===== src/rtl/ping_pong_rd_ctrl.sv =====
// ping_pong_rd_ctrl
// Read-side controller for the two-bank ping-pong input buffer. It waits for
// the current bank to be reported full, then steps port-A (even tile row) and
// port-B (odd tile row) read addresses into the systolic matmul. It moves on
// one output tile per accumulator completion, and hands each bank back to the
// writer once all its tiles are consumed. Banks are served in strict alternation.
//
// Ports:
//   clk, rst_n                 clock, asynchronous active-low reset
//   bank_full_i[1:0]           level, bank b holds a complete fill
//   bank_release_o[1:0]        one-cycle pulse, reader done with bank b
//   systolic_finish_i          pulse, current k-step complete
//   acc_done_i                 level, rising edge = output tile done
//   bankN_ena_o/enb_o          read enables for bank N
//   bankN_addra_o/addrb_o      read addresses for bank N (0 when not selected)
//   rd_bank_o                  bank that drives the matmul data mux
//   enable_matmul              matmul core enable
//   reset_acc_o                one-cycle accumulator clear between tiles
//   tile_row_o, tile_col_o     current output tile
//   err_o                      sticky: selected bank lost its full flag mid-use
module ping_pong_rd_ctrl #(
  parameter  int ADDR_WIDTH   = 4,
  parameter  int INNER_BLOCKS = 2,
  parameter  int ROW_PAIRS    = 2,
  parameter  int COL_BLOCKS   = 2,
  localparam int KW = (INNER_BLOCKS > 1) ? $clog2(INNER_BLOCKS) : 1,
  localparam int RW = (ROW_PAIRS > 1) ? $clog2(ROW_PAIRS) : 1,
  localparam int CW = (COL_BLOCKS > 1) ? $clog2(COL_BLOCKS) : 1
) (
  input  logic                  clk,
  input  logic                  rst_n,
  input  logic [1:0]            bank_full_i,
  output logic [1:0]            bank_release_o,
  input  logic                  systolic_finish_i,
  input  logic                  acc_done_i,
  output logic                  bank0_ena_o,
  output logic                  bank0_enb_o,
  output logic [ADDR_WIDTH-1:0] bank0_addra_o,
  output logic [ADDR_WIDTH-1:0] bank0_addrb_o,
  output logic                  bank1_ena_o,
  output logic                  bank1_enb_o,
  output logic [ADDR_WIDTH-1:0] bank1_addra_o,
  output logic [ADDR_WIDTH-1:0] bank1_addrb_o,
  output logic                  rd_bank_o,
  output logic                  enable_matmul,
  output logic                  reset_acc_o,
  output logic [RW-1:0]         tile_row_o,
  output logic [CW-1:0]         tile_col_o,
  output logic                  err_o
);

  typedef enum logic [2:0] {
    IDLE     = 3'd0,
    LOAD     = 3'd1,
    RUN      = 3'd2,
    TILE_END = 3'd3,
    RELEASE  = 3'd4
  } state_t;

  localparam logic [KW-1:0] K_LAST = KW'(INNER_BLOCKS - 1);
  localparam logic [RW-1:0] R_LAST = RW'(ROW_PAIRS - 1);
  localparam logic [CW-1:0] C_LAST = CW'(COL_BLOCKS - 1);

  // Bank row (2*row + odd) holds INNER_BLOCKS consecutive k-blocks.
  function automatic logic [ADDR_WIDTH-1:0] addr_of(input logic [KW-1:0] k,
                                                    input logic [RW-1:0] row,
                                                    input logic          odd);
    int a;
    a = int'(k) + INNER_BLOCKS * (2 * int'(row) + int'(odd));
    return a[ADDR_WIDTH-1:0];
  endfunction

  state_t    r_state;
  logic [KW-1:0] r_k;
  logic [RW-1:0] r_row;
  logic [CW-1:0] r_col;
  logic          r_next_bank, r_rd_bank, r_en, r_mm, r_racc, r_err, r_acc_d;
  logic [1:0]    r_rel;

  state_t        w_state;
  logic [KW-1:0] w_k;
  logic [RW-1:0] w_row;
  logic [CW-1:0] w_col;
  logic          w_next_bank, w_rd_bank, w_en, w_mm, w_racc, w_err, w_acc_rise;
  logic          w_sel0, w_sel1;
  logic [1:0]    w_rel;
  logic [ADDR_WIDTH-1:0] w_addra, w_addrb;

  assign w_acc_rise = acc_done_i & ~r_acc_d;

  always_comb begin
    w_state     = r_state;
    w_k         = r_k;
    w_row       = r_row;
    w_col       = r_col;
    w_next_bank = r_next_bank;
    w_rd_bank   = r_rd_bank;
    w_en        = r_en;
    w_mm        = r_mm;
    w_racc      = 1'b0;
    w_rel       = 2'b00;
    w_err       = r_err;
    if ((r_state == LOAD || r_state == RUN || r_state == TILE_END) &&
        !bank_full_i[r_rd_bank])
      w_err = 1'b1;
    case (r_state)
      IDLE: begin
        // Only the bank whose turn it is may start a read pass.
        w_rd_bank = r_next_bank;
        w_en      = 1'b0;
        if (bank_full_i[r_next_bank]) begin
          w_state = LOAD;
          w_en    = 1'b1;
          w_k     = '0;
        end
      end
      LOAD: begin
        w_state = RUN;
        w_mm    = 1'b1;
      end
      RUN: begin
        // Tile completion wins; a same-cycle k-step finish is dropped.
        if (w_acc_rise) begin
          w_state = TILE_END;
          w_racc  = 1'b1;
          w_mm    = 1'b0;
        end else if (systolic_finish_i && (r_k < K_LAST)) begin
          w_k = r_k + 1'b1;
        end
      end
      TILE_END: begin
        w_k = '0;
        if (r_row == R_LAST && r_col == C_LAST) begin
          w_row          = '0;
          w_col          = '0;
          w_state        = RELEASE;
          w_en           = 1'b0;
          w_rel[r_rd_bank] = 1'b1;
        end else begin
          w_state = LOAD;
          if (r_col < C_LAST) begin
            w_col = r_col + 1'b1;
          end else begin
            w_col = '0;
            w_row = r_row + 1'b1;
          end
        end
      end
      RELEASE: begin
        w_next_bank = ~r_next_bank;
        w_rd_bank   = ~r_next_bank;
        w_state     = IDLE;
      end
      default: w_state = IDLE;
    endcase
  end

  assign w_sel0  = w_en & ~w_rd_bank;
  assign w_sel1  = w_en &  w_rd_bank;
  assign w_addra = addr_of(w_k, w_row, 1'b0);
  assign w_addrb = addr_of(w_k, w_row, 1'b1);

  always_ff @(posedge clk or negedge rst_n) begin
    if (!rst_n) begin
      r_state       <= IDLE;
      r_k           <= '0;
      r_row         <= '0;
      r_col         <= '0;
      r_next_bank   <= 1'b0;
      r_rd_bank     <= 1'b0;
      r_en          <= 1'b0;
      r_mm          <= 1'b0;
      r_racc        <= 1'b0;
      r_rel         <= 2'b00;
      r_err         <= 1'b0;
      r_acc_d       <= 1'b0;
      bank0_ena_o   <= 1'b0;
      bank0_enb_o   <= 1'b0;
      bank0_addra_o <= '0;
      bank0_addrb_o <= '0;
      bank1_ena_o   <= 1'b0;
      bank1_enb_o   <= 1'b0;
      bank1_addra_o <= '0;
      bank1_addrb_o <= '0;
    end else begin
      r_state       <= w_state;
      r_k           <= w_k;
      r_row         <= w_row;
      r_col         <= w_col;
      r_next_bank   <= w_next_bank;
      r_rd_bank     <= w_rd_bank;
      r_en          <= w_en;
      r_mm          <= w_mm;
      r_racc        <= w_racc;
      r_rel         <= w_rel;
      r_err         <= w_err;
      r_acc_d       <= acc_done_i;
      bank0_ena_o   <= w_sel0;
      bank0_enb_o   <= w_sel0;
      bank0_addra_o <= w_sel0 ? w_addra : '0;
      bank0_addrb_o <= w_sel0 ? w_addrb : '0;
      bank1_ena_o   <= w_sel1;
      bank1_enb_o   <= w_sel1;
      bank1_addra_o <= w_sel1 ? w_addra : '0;
      bank1_addrb_o <= w_sel1 ? w_addrb : '0;
    end
  end

  assign bank_release_o = r_rel;
  assign rd_bank_o      = r_rd_bank;
  assign enable_matmul  = r_mm;
  assign reset_acc_o    = r_racc;
  assign tile_row_o     = r_row;
  assign tile_col_o     = r_col;
  assign err_o          = r_err;

endmodule


===== config.mk =====
export PLATFORM = sky130hd
export DESIGN_NAME = ping_pong_rd_ctrl
export DESIGN_NICKNAME = d
export VERILOG_FILES = /design/src/rtl/ping_pong_rd_ctrl.sv
export SDC_FILE = /design/constraint.sdc
export NUM_CORES = 1
export LEC_CHECK = 0
export CAP_MARGIN = 5
export CORE_MARGIN = 4
export CORE_UTILIZATION = 35
export CTS_BUF_LIST = sky130_fd_sc_hd__clkbuf_8
export DETAILED_ROUTE_END_ITERATION = 12
export PLACE_DENSITY = 0.7
export SLEW_MARGIN = 0
export SYNTH_ARGS = -nofsm -noshare
export SYNTH_HDL_FRONTEND = slang
export SYNTH_SLANG_ARGS = --single-unit

===== constraint.sdc =====
create_clock -name clk -period 1.8 [get_ports clk]
set_clock_uncertainty 0.15 [all_clocks]
set_input_delay 0.27 -clock clk [delete_from_list [all_inputs] [get_ports clk]]
set_output_delay 0.27 -clock clk [all_outputs]
set_load 0.02 [all_outputs]

==> metrics.txt, run 1 <==
Final Core Density=48.9%; Fin Hold WS=0.195 ns; total CTS buffers=3; Critical Path RT=1.38 ns; Initial DRT Pass Iterations=2; reg2reg setup slack=0.17 ns; Post-CTS Setup Inserts=0; P&R area growth vs syn=29.2%; final setup vio count=0; I/O Buffers=27; TritonCTS clock tree=done; Initial Util=37.9%; Comb pwr share=51.3%; worst-path cell chain=clkdlybuf4s50_1; P_sw=0.807 mW; commonest non-fill, non-tap cell in the layout=clkdlybuf4s50_1; All-Layer GR Usage=10.3%; total power=2.14 mW; # nets final=118; fin crit share=95.8%; largest net degree at the start of global routing=22; max-slew violation count=0; Fmax=0.580 GHz; clock share of power=13.9%; R2R cell count=5; Worst path max stage delay=0.63 ns; setup tns final=0 ns; io pins=34; design area=1260 um^2; Max VDD drop=0.965 mV; run status=finished clean; Avg Vias per Cell=4.44; H-tree depth=1; final WL=1690 um; Synth async-reset ratio=100%; Max FO, Critical Path=5; fin crit period=1.72 ns; reg2reg start=r_state[2]; die width=60.7 um; final hold violations=0; post-route ant nets=0; Filler cells=255; Overflow after GRT=0; Power Density=1710 nW/um^2; first-pass GRT wire length=2750 um; CTS Hold Bufs=0; DRC=0; share of cells above drive strength 1=16.4%; synthesized area per cell=11.3 um^2; Flop pwr share=34.8%; Pleak=0.592 nW; WP data arrival=1.30 ns; clock tree buffer depth=2; drt wl/cell=12.1 um; initial antenna violation count=0; Post-DP Area=1210 um^2; Core Box Area=2570 um^2; 1st-iter DRT viols=6; post-synthesis sequential area ratio=54.1%; number of global-route vias before repair=624; Synth Flop Type=dfrtp_1; Die Ht=60.7 um; clock latency on the worst-skew pair=0.25 ns; Max-Cap Viols=0; switch share=37.6%; internal power=1.34 mW; Hold Path Class=in -> async; die area=3690 um^2; Slowest-stage cell, CP=clkdlybuf4s50_1; Reg clk slew, reported paths=0.07 ns; Unique masters post-synth=31; GPL Wtd Cong=0.810; Yosys reg bits=21; dpl hpwl=1320 um; crit path kind=reg -> out; Post-Syn Area=972 um^2; Reg2Reg Capture Point=bank1_addra_o[0]; Worst Setup End Kind=primary output; num rows=18; warnings from Yosys=0; vias=621; Cells after Synth=86; Root Driver=clkbuf_8; antenna diode count=0; delay-heaviest family, CP=buffers and inverters; CP startpoint kind=flip-flop; clk sink count=21; EDFF count, synth=0; buffers and inverters on the worst path=1; post-cts repair resize count=0; unrepaired setup endpoints after global routing=false; most frequent cells in the layout=clkdlybuf4s50_1, dfrtp_1, nor2_1, conb_1
==> cells in the mapped netlist (all sizes together), types with 2 or more instances <==
library cell / number / share of area, %
mux2i: 2 / 2.1
mux2: 2 / 2.3
a21o: 2 / 1.5
inv: 5 / 1.9
xnor2: 2 / 1.8
nor2: 7 / 2.7
and2: 3 / 2.2
dfrtp: 21 / 54
nand2: 4 / 1.5
nor2b: 3 / 2.2
buf: 17 / 13
o21ai: 3 / 1.5
==> cell type report <==
type                            instances  area (um^2)  area share (%)
Sequential cell                        21          526            41.8
Multi-Input combinational cell         48          320            25.5
Timing Repair Buffer                   32          308            24.5
Clock buffer                            3         41.3            3.29
Tap cell                               30         37.5            2.99
Inverter                                5         18.8            1.49
Clock inverter                          1         5.00           0.398
==> power groups by stage <==
stage          Combinational, mW  Clock (mW)  Sequential [mW]
2_1_floorplan              0.662           0            0.838
3_3_place_gp                1.10           0            0.747
3_5_place_dp                1.10           0            0.756
4_1_cts                     1.11       0.308            0.749
5_1_grt                     1.20       0.324            0.773
6_report                    1.10       0.297            0.746
==> sequential cells by signal (all words and copies together) (netlist names), 2 cells and up <==
register,count
bank0_addra_o,2
bank1_addrb_o,2
bank_release_o,2
r_state,3
==> logic make-up (layout without fill, tap and decap cells) <==
family	count (synthesis)	count (layout)	synth area share [%]
and+or+nand+nor	24	24	14.7
buffers and inverters	22	41	14.9
DFF	21	21	54.1
AOI/OAI and AO/OA	10	10	7.59
muxes	4	4	4.38
xor gates and xnor gates	3	3	2.70
adders and majority gates	1	1	1.29
other	1	6	0.386
==> metal layers <==
metal | GRT usage [%] | vias up | part of all wire [%]
met5 | 0 | - | 0
met2 | 16.8 | 23 | 47
met4 | 4.33 | 0 | 1.6
met1 | 12.6 | 292 | 44
met3 | 3.19 | 2 | 7.3
li1 | - | 304 | -
==> worst max path at each step <==
stage                   startpoint  slack, ns               end  cells past startpoint
detailed placement  bank_full_i[0]      0.008  bank1_addra_o[0]                      5
global route             rd_bank_o       0.03         rd_bank_o                      1
global placement    bank_full_i[1]    -0.0007  bank1_addra_o[0]                      5
floorplan               r_state[1]       0.16  bank1_addra_o[0]                      5
finish                   rd_bank_o       0.08         rd_bank_o                      1
CTS                      rd_bank_o       0.07         rd_bank_o                      1
==> per-stage QoR <==
stage | std cells | setup WS, ns
global route | 140 | 0.0330
finish | 140 | 0.0751
CTS | 140 | 0.0654
detailed placement | 136 | 0.00835
global placement | 136 | -0.000699
floorplan | 91 | 0.161
Note: power is estimated with default switching activity, not from simulation.
==> inputs of run 2 (changes only) <==
Settings changed: CAP_MARGIN 5 to 20.
==> results of run 2 <==
Final layout, timing and power as in run 1 (identical DEF).
==> inputs of run 3 (changes only) <==
Settings changed: CORE_ASPECT_RATIO set to 0.5.
==> run 3 against run 2 <==
Compared with the run above:
- power rose by 0.26%
- core utilization fell by 0.67 points
- non-clock buffer count did not move
- critical endpoint unchanged
- via count fell by 1.4%
- largest power group unchanged
- die area rose by 1.4%
- sequential share of layout area fell by 0.25 points
==> metrics.txt, run 3 (same netlist as run 1, synthesis figures left out) <==
most frequent cells in the layout=clkdlybuf4s50_1, dfrtp_1, nor2_1, inv_1, conb_1; final setup vio count=0 (unchanged); reg2reg start=r_state[2]; # nets final=118 (unchanged); Max FO, Critical Path=5 (unchanged); largest net degree at the start of global routing=22 (unchanged); fin crit share=96.5% (+0.66 points); run status=finished clean; setup tns final=0 ns (unchanged); first-pass GRT wire length=2710 um (-1.3%); Die Ht=45.3 um (-25%); Worst Setup End Kind=primary output; Pleak=0.593 nW (+0.24%); final WL=1690 um (unchanged); fin crit period=1.74 ns (+0.0119 ns); clock latency on the worst-skew pair=0.26 ns (about the same); DRC=0 (unchanged); Post-CTS Setup Inserts=0 (unchanged); largest register by flop count=r_state; Reg clk slew, reported paths=0.07 ns (about the same); Root Driver=clkbuf_8; dpl hpwl=1370 um (+3.9%); Avg Vias per Cell=4.16 (-6.1%); CTS Hold Bufs=0 (unchanged); max-slew violation count=0 (unchanged); clock tree buffer depth=2 (unchanged); TritonCTS clock tree=done; die area=3740 um^2 (+1.4%); I/O Buffers=27 (unchanged); unrepaired setup endpoints after global routing=false; Core Box Area=2620 um^2 (+2.0%); clk sink count=21 (unchanged); Slowest-stage cell, CP=clkdlybuf4s50_1; All-Layer GR Usage=9.97% (-0.34 points); design area=1260 um^2 (+0.60%); Initial DRT Pass Iterations=4 (+2); clock share of power=13.8% (about the same); switch share=38.0% (+0.32 points); num rows=13 (-5); io pins=34 (unchanged); Flop pwr share=35.3% (+0.5 points); delay-heaviest family, CP=buffers and inverters; commonest non-fill, non-tap cell in the layout=clkdlybuf4s50_1; final hold violations=0 (unchanged); Hold Path Class=in -> async; P_sw=0.816 mW (+1.1%); Fmax=0.576 GHz (-0.68%); post-route ant nets=0 (unchanged); total CTS buffers=3 (unchanged); H-tree depth=1 (unchanged); initial antenna violation count=0 (unchanged); number of global-route vias before repair=590 (-5.4%); reg2reg setup slack=0.15 ns (-0.02 ns); internal power=1.33 mW (-0.26%); Reg2Reg Capture Point=bank1_addra_o[0]; max FFs per register=3 (unchanged); GPL Wtd Cong=0.807 (-0.46%); R2R cell count=5 (unchanged); share of cells above drive strength 1=15.5% (-0.91 points); worst-path cell chain=clkdlybuf4s50_1; Post-DP Area=1220 um^2 (+0.72%); Worst path max stage delay=0.63 ns (about the same); Max VDD drop=0.690 mV (-29%); vias=612 (-1.4%); Initial Util=37.1% (-0.74 points); WP data arrival=1.32 ns (+0.02 ns); crit path kind=reg -> out; post-cts repair resize count=0 (unchanged); antenna diode count=0 (unchanged); Comb pwr share=50.9% (-0.4 points); drt wl/cell=11.5 um (-4.8%); CP startpoint kind=flip-flop; Crit. Startpoint=rd_bank_o; Overflow after GRT=0 (unchanged); P&R area growth vs syn=30.0%; buffers and inverters on the worst path=1 (unchanged); die width=82.5 um (+36%); 1st-iter DRT viols=22 (+16); Critical Path RT=1.38 ns (about the same); Power Density=1700 nW/um^2 (-0.34%); Max-Cap Viols=0 (unchanged)
[run 3: cell count changes in the layout (fill, tap and decap cells not counted), sizes merged]
cell,previous run,this run
inv,5,6
clkinv,1,0
[run 3: power groups by stage]
stage          Sequential (mW)  Combinational [mW]  Clock, mW
2_1_floorplan            0.838               0.662          0
3_3_place_gp             0.762                1.09          0
3_5_place_dp             0.767                1.10          0
4_1_cts                  0.758                1.11      0.304
5_1_grt                  0.782                1.18      0.330
6_report                 0.759                1.09      0.297
[run 3: worst max path at each step]
stage,endpoint,slack [ns],cells after the start
floorplan,bank1_addra_o[0],0.16,5
global placement,r_state[0],0.01,5
detailed placement,bank1_addra_o[0],0.006,5
CTS,rd_bank_o,0.05,1
global route,rd_bank_o,0.01,1
finish,rd_bank_o,0.06,1
[run 3: routing by layer]
metal	vias up	part of all wire, %	track usage [%]
met4	0	1.4	3.91
met3	2	4.8	3.59
li1	304	-	-
met5	-	0	0
met1	292	50	13.9
met2	14	44	14.2
[run 3: final cells by class]
| class | instances | area (um^2) |
|---|---|---|
| fill | 247 | 1360 |
| sequential | 21 | 526 |
| multi-input combinational | 48 | 320 |
| timing repair buffer | 32 | 308 |
| tap | 37 | 46.3 |
| clock buffer | 3 | 41.3 |
| inverter | 5 | 18.8 |
| clock inverter | 1 | 3.75 |
[run 3: stage by stage]
stage          instances  setup WS (ns)  util, %  total power [mW]  hold WS [ns]
6_report             147         0.0632     48.3              2.15         0.202
2_1_floorplan         91          0.161        -              1.50        -0.176
3_5_place_dp         143        0.00650     46.5              1.87         0.293
3_3_place_gp         143         0.0142     46.5              1.85         0.286
5_1_grt              147         0.0131     48.3              2.30         0.220
4_1_cts              147         0.0488     48.3              2.17         0.212
